[config.mk]
export PLATFORM = sky130hd
export DESIGN_NAME = mmio_responder
export DESIGN_NICKNAME = d
export VERILOG_FILES = /design/src/rtl/mmio_responder.sv
export SDC_FILE = /design/constraint.sdc
export NUM_CORES = 1
export LEC_CHECK = 0
export ABC_CLOCK_PERIOD_IN_PS = 7200
export CAP_MARGIN = 20
export CORE_MARGIN = 4
export CORE_UTILIZATION = 61
export DETAILED_ROUTE_END_ITERATION = 10
export PLACE_DENSITY_LB_ADDON = 0.05
export SKIP_LAST_GASP = 1
export SLEW_MARGIN = 30
export SYNTH_ARGS = -nofsm -noshare
export SYNTH_HDL_FRONTEND = slang
export SYNTH_SLANG_ARGS = --single-unit
[constraint.sdc]
create_clock -name clock -period 7.2 [get_ports clock]
set_input_delay 1.08 -clock clock [delete_from_list [all_inputs] [get_ports clock]]
set_output_delay 1.08 -clock clock [all_outputs]
set_load 0.005 [all_outputs]
[src/rtl/mmio_responder.sv]
// MMIO responder on the data-memory bus.
// Provides a key FIFO, a tick counter, a control register and a scratch register.
module mmio_responder #(
  parameter logic [11:0] BASE_ADDR  = 12'hF00,
  parameter int          FIFO_DEPTH = 8,
  parameter int          TICK_DIV   = 50000
) (
  input  logic        clock,
  input  logic        reset,
  input  logic [11:0] address,
  input  logic [31:0] wdata,
  input  logic        wren,
  input  logic        rden,
  input  logic        key_strobe,
  input  logic [7:0]  key_code,
  output logic        io_sel,
  output logic        io_sel_q,
  output logic [31:0] io_q,
  output logic        key_irq
);

  localparam int AW = $clog2(FIFO_DEPTH);
  localparam int CW = AW + 1;
  localparam int PW = (TICK_DIV > 1) ? $clog2(TICK_DIV) : 1;

  localparam logic [3:0] OFF_STATUS  = 4'd0;
  localparam logic [3:0] OFF_KEY     = 4'd1;
  localparam logic [3:0] OFF_TICKS   = 4'd2;
  localparam logic [3:0] OFF_CTRL    = 4'd3;
  localparam logic [3:0] OFF_SCRATCH = 4'd4;

  logic [7:0]    mem [FIFO_DEPTH];
  logic [AW-1:0] rd_ptr;
  logic [AW-1:0] wr_ptr;
  logic [CW-1:0] count;
  logic [CW-1:0] count_nxt;
  logic          ovf;
  logic          tick_en;
  logic [PW-1:0] presc;
  logic [31:0]   ticks;
  logic [31:0]   scratch;

  logic [3:0]  off;
  logic        wr_acc;
  logic        rd_acc;
  logic        sel_status;
  logic        sel_key;
  logic        sel_ticks;
  logic        sel_ctrl;
  logic        sel_scratch;
  logic        not_empty;
  logic        full;
  logic        pop;
  logic        push;
  logic        drop;
  logic        tick_wrap;
  logic [31:0] status;
  logic [31:0] rdata;

  assign off    = address[3:0];
  assign io_sel = (address[11:4] == BASE_ADDR[11:4]);
  assign wr_acc = wren & io_sel;
  // A store cycle never doubles as a load, so it cannot pop.
  assign rd_acc = rden & io_sel & ~wren;

  assign sel_status  = (off == OFF_STATUS);
  assign sel_key     = (off == OFF_KEY);
  assign sel_ticks   = (off == OFF_TICKS);
  assign sel_ctrl    = (off == OFF_CTRL);
  assign sel_scratch = (off == OFF_SCRATCH);

  assign not_empty = (count != '0);
  assign full      = (count == CW'(FIFO_DEPTH));
  assign pop       = rd_acc & sel_key & not_empty;
  assign push      = key_strobe & (~full | pop);
  assign drop      = key_strobe & full & ~pop;
  assign count_nxt = count + CW'(push) - CW'(pop);
  assign tick_wrap = tick_en & (presc == PW'(TICK_DIV - 1));

  always_comb begin
    status       = '0;
    status[0]    = not_empty;
    status[1]    = full;
    status[2]    = ovf;
    status[11:8] = 4'(count);
  end

  always_comb begin
    rdata = '0;
    unique case (1'b1)
      sel_status:  rdata = status;
      sel_key:     rdata = {24'b0, not_empty ? mem[rd_ptr] : 8'h00};
      sel_ticks:   rdata = ticks;
      sel_ctrl:    rdata = {31'b0, tick_en};
      sel_scratch: rdata = scratch;
      default:     rdata = '0;
    endcase
  end

  // Storage needs no reset; the empty pointers make stale entries unreachable.
  always_ff @(posedge clock) begin
    if (push) mem[wr_ptr] <= key_code;
  end

  always_ff @(posedge clock or negedge reset) begin
    if (!reset) begin
      io_q     <= '0;
      io_sel_q <= 1'b0;
      key_irq  <= 1'b0;
      rd_ptr   <= '0;
      wr_ptr   <= '0;
      count    <= '0;
      ovf      <= 1'b0;
      tick_en  <= 1'b0;
      presc    <= '0;
      ticks    <= '0;
      scratch  <= '0;
    end else begin
      io_q     <= rd_acc ? rdata : '0;
      io_sel_q <= io_sel;
      key_irq  <= (count_nxt != '0);
      count    <= count_nxt;
      if (push) wr_ptr <= wr_ptr + 1'b1;
      if (pop)  rd_ptr <= rd_ptr + 1'b1;

      if (drop)                            ovf <= 1'b1;
      else if (wr_acc & sel_ctrl & wdata[1]) ovf <= 1'b0;

      if (wr_acc & sel_ctrl)    tick_en <= wdata[0];
      if (wr_acc & sel_scratch) scratch <= wdata;

      if (tick_en) presc <= tick_wrap ? '0 : presc + 1'b1;

      if (wr_acc & sel_ticks) ticks <= wdata;
      else if (tick_wrap)     ticks <= ticks + 32'd1;
    end
  end

endmodule
==> impl_metrics.json <==
{
  "status": "completed",
  "crit_arrival_ns": 4.53,
  "initial_core_util": 0.630,
  "fp.dieArea_um2": 15900,
  "synth_seq_area_share": 0.598,
  "cts_setup_buffers": 0,
  "critPathMaxStageDelay_ns": 0.55,
  "h-tree-depth": 4,
  "ioPinCount": 92,
  "cp.required_ns": 7.50,
  "grt_pass1_vias": 6185,
  "area_delta_synth_final_pct": 19.2,
  "drt-pass1-iter-count": 5,
  "crit_type": "in2reg",
  "worst-r2r-setup-slack_ns": 3.58,
  "ant_nets": 0,
  "pwr-share-seq": 0.515,
  "clock_path_buffers": 2,
  "p_sw_uw": 626,
  "synth-seq-cells": 190,
  "io_buffer_count": 91,
  "max_cap_viol_count": 0,
  "grt-ovfl-total": 0,
  "grt_pass1_wl_mm": 32.7,
  "drtIter0Drc": 566,
  "r2r_cells": 11,
  "placedInstanceArea_um2": 9520,
  "mostFrequentLayoutCells": "125 x dfrtp_1, 90 x clkdlybuf4s50_1, 82 x nor2_1",
  "synthArstFlopShare": 0.663,
  "path_max_fanout": 10,
  "num_rows": 42,
  "cp_cell_sequence": "clkdlybuf4s50_1 -> nor2_1 -> nand4b_2 -> o311ai_2 -> nand2_2 -> ha_1 -> inv_1 -> ha_1 -> fa_1 -> or4_1",
  "powerDensity_nw_per_um2": 240,
  "skew_ns": 0.00794,
  "track_usage": 0.260,
  "holdPathStages": 1,
  "ctsResizeCount": 0,
  "clockPowerShare": 0.380,
  "ys.flop_type": "dfrtp_1",
  "die_y_um": 126,
  "hp-start": "presc[12]",
  "power.share.combinational": 0.106,
  "clk_pin_slew_worst_paths_ns": 0.07,
  "synth_cell_types": 49,
  "finalMaxSlewViolations": 0,
  "num_vias": 5937,
  "netlist_area_um2": 8480,
  "cts_made_buffers": 17,
  "rsz0062_at_grt": "no",
  "avgSynthCellArea_um2": 12.6,
  "antenna_cells": 0,
  "p_leak_nw": 4.00,
  "final_cell_area_um2": 10100,
  "power_mw": 2.43,
  "wirelength_mm": 19.8,
  "slew_headroom": 0.347,
  "cp-start-kind": "input port",
  "cpMaxStageDelayCell": "o311ai_2",
  "clockRootBuffer": "clkbuf_16",
  "setup_viol": 0,
  "dp_hpwl_mm": 13.5,
  "hold_end": "presc[12]",
  "route.detailed.drc": 0,
  "crit_top_cell": "ha_1",
  "grt_max_degree": 70,
  "avgRoutedWirePerCell_um": 21.0,
  "worst_pin_slew_ns": 0.977,
  "cts_tree": "yes",
  "endpoint_kind": "flop",
  "r2r_start": "count[2]",
  "drive_gt1_frac": 0.140,
  "setup_tns_ns": 0,
  "final_common_cell": "dfrtp_1",
  "synthCells": 673,
  "synth_top_cell_area_share": 0.372,
  "final.min_clock_period_ns": 4.23,
  "synth_nets": 741,
  "hold_buffers": 0,
  "r2r_end": "key_irq",
  "gp_congestion": 0.829,
  "clock_latency_ns": 0.43,
  "fin_crit_sh": 0.588,
  "core_area_um2": 13500,
  "ir_drop_mv": 0.221,
  "cp_top_family": "simple AND/OR/NAND/NOR gates",
  "synth_edf_count": 64,
  "antenna_found_initial": 0,
  "vias_per_cell": 6.30,
  "p_sw_frac": 0.258,
  "nNetsFinal": 821,
  "hold_class": "reg2reg",
  "yosysTopAreaCell": "dfrtp_1",
  "ys_warn_count": 0,
  "internal_power_mw": 1.80,
  "synth.area.top_cells": "dfrtp_1 37%, edfxtp_1 23%, mux2_2 4.5%",
  "fmax_ghz": 0.236,
  "clock-sinks": 190,
  "final-hold-violation-count": 0,
  "fp.dieW_um": 126,
  "critPathBufInv": 2
}
## per-layer routing
metal,track usage,up-vias,routed length (µm)
li1,-,2646,-
met3,0.0576,33,1170
met1,0.338,3037,8010
met4,0.0814,0,349
met2,0.442,221,10300
met5,0,-,0
## flip-flops by register name (all words and copies together) (netlist names), 3 cells and up
register / flops
ticks: 32
mem: 64
scratch: 32
io_q: 32
rd_ptr: 3
wr_ptr: 3
presc: 16
count: 4
## through the flow
step,utilization,hold WS (ns),cells,worst slack [ns]
floorplan,-,0.448,673,3.58
global placement,0.706,0.465,910,2.77
detailed placement,0.708,0.475,910,2.56
CTS,0.751,0.487,942,2.99
global route,0.751,0.511,942,2.81
finish,0.751,0.488,942,2.97
## layout make-up
| type | count | area, µm² |
|---|---|---|
| clock buffers | 18 | 429 |
| multi-input cells | 430 | 3200 |
| well taps | 176 | 220 |
| fillers | 891 | 3350 |
| repair buffers | 99 | 968 |
| inverters | 15 | 56.3 |
| clock inverters | 14 | 153 |
| flip-flops and latches | 190 | 5080 |
## cells by family (layout without fill, tap and decap cells)
logic type,Yosys count,count (layout),synth area share
AO/OA/AOI/OAI,73,73,0.0592
XOR/XNOR,38,38,0.0392
adder cells (fa/ha/maj),11,11,0.0171
buffers and inverters,53,146,0.0264
flip-flops,190,190,0.598
multiplexers,67,67,0.108
AND/OR/NAND/NOR,241,241,0.152
## cells in the mapped netlist (6+ instances only)
cell type,instances
inv_1,15
edfxtp_1,64
and3_1,9
and4_1,6
mux4_2,16
a21oi_1,21
nor2_1,82
a222oi_1,6
nor4_1,23
buf_2,11
nor3_1,10
clkbuf_1,22
mux2_2,34
a22oi_1,20
nand3_1,23
xor2_1,14
xnor2_1,24
mux2i_1,17
o21ai_0,8
and2_1,9
nand4_1,21
nand2_1,34
ha_1,10
dfrtp_1,126
## power by group through the flow
stage,sequential (mW),clock (mW),combinational [mW]
2_1_floorplan,1.25,0,0.146
4_1_cts,1.25,0.932,0.259
3_5_place_dp,1.27,0,0.257
3_3_place_gp,1.26,0,0.238
6_report,1.25,0.922,0.257
5_1_grt,1.26,0.983,0.284
## how the worst max path moves through the flow
| stage | startpoint | endpoint | slack (ns) | cells after the start |
|---|---|---|---|---|
| after detailed placement | address[3] | key_irq | 2.56 | 10 |
| after global routing | address[3] | key_irq | 2.81 | 12 |
| final | address[3] | key_irq | 2.97 | 10 |
| after CTS | address[3] | key_irq | 2.99 | 10 |
| after floorplan | address[2] | key_irq | 3.58 | 9 |
| after global placement | address[3] | key_irq | 2.77 | 10 |
Note: power is estimated with default switching activity, not from simulation.
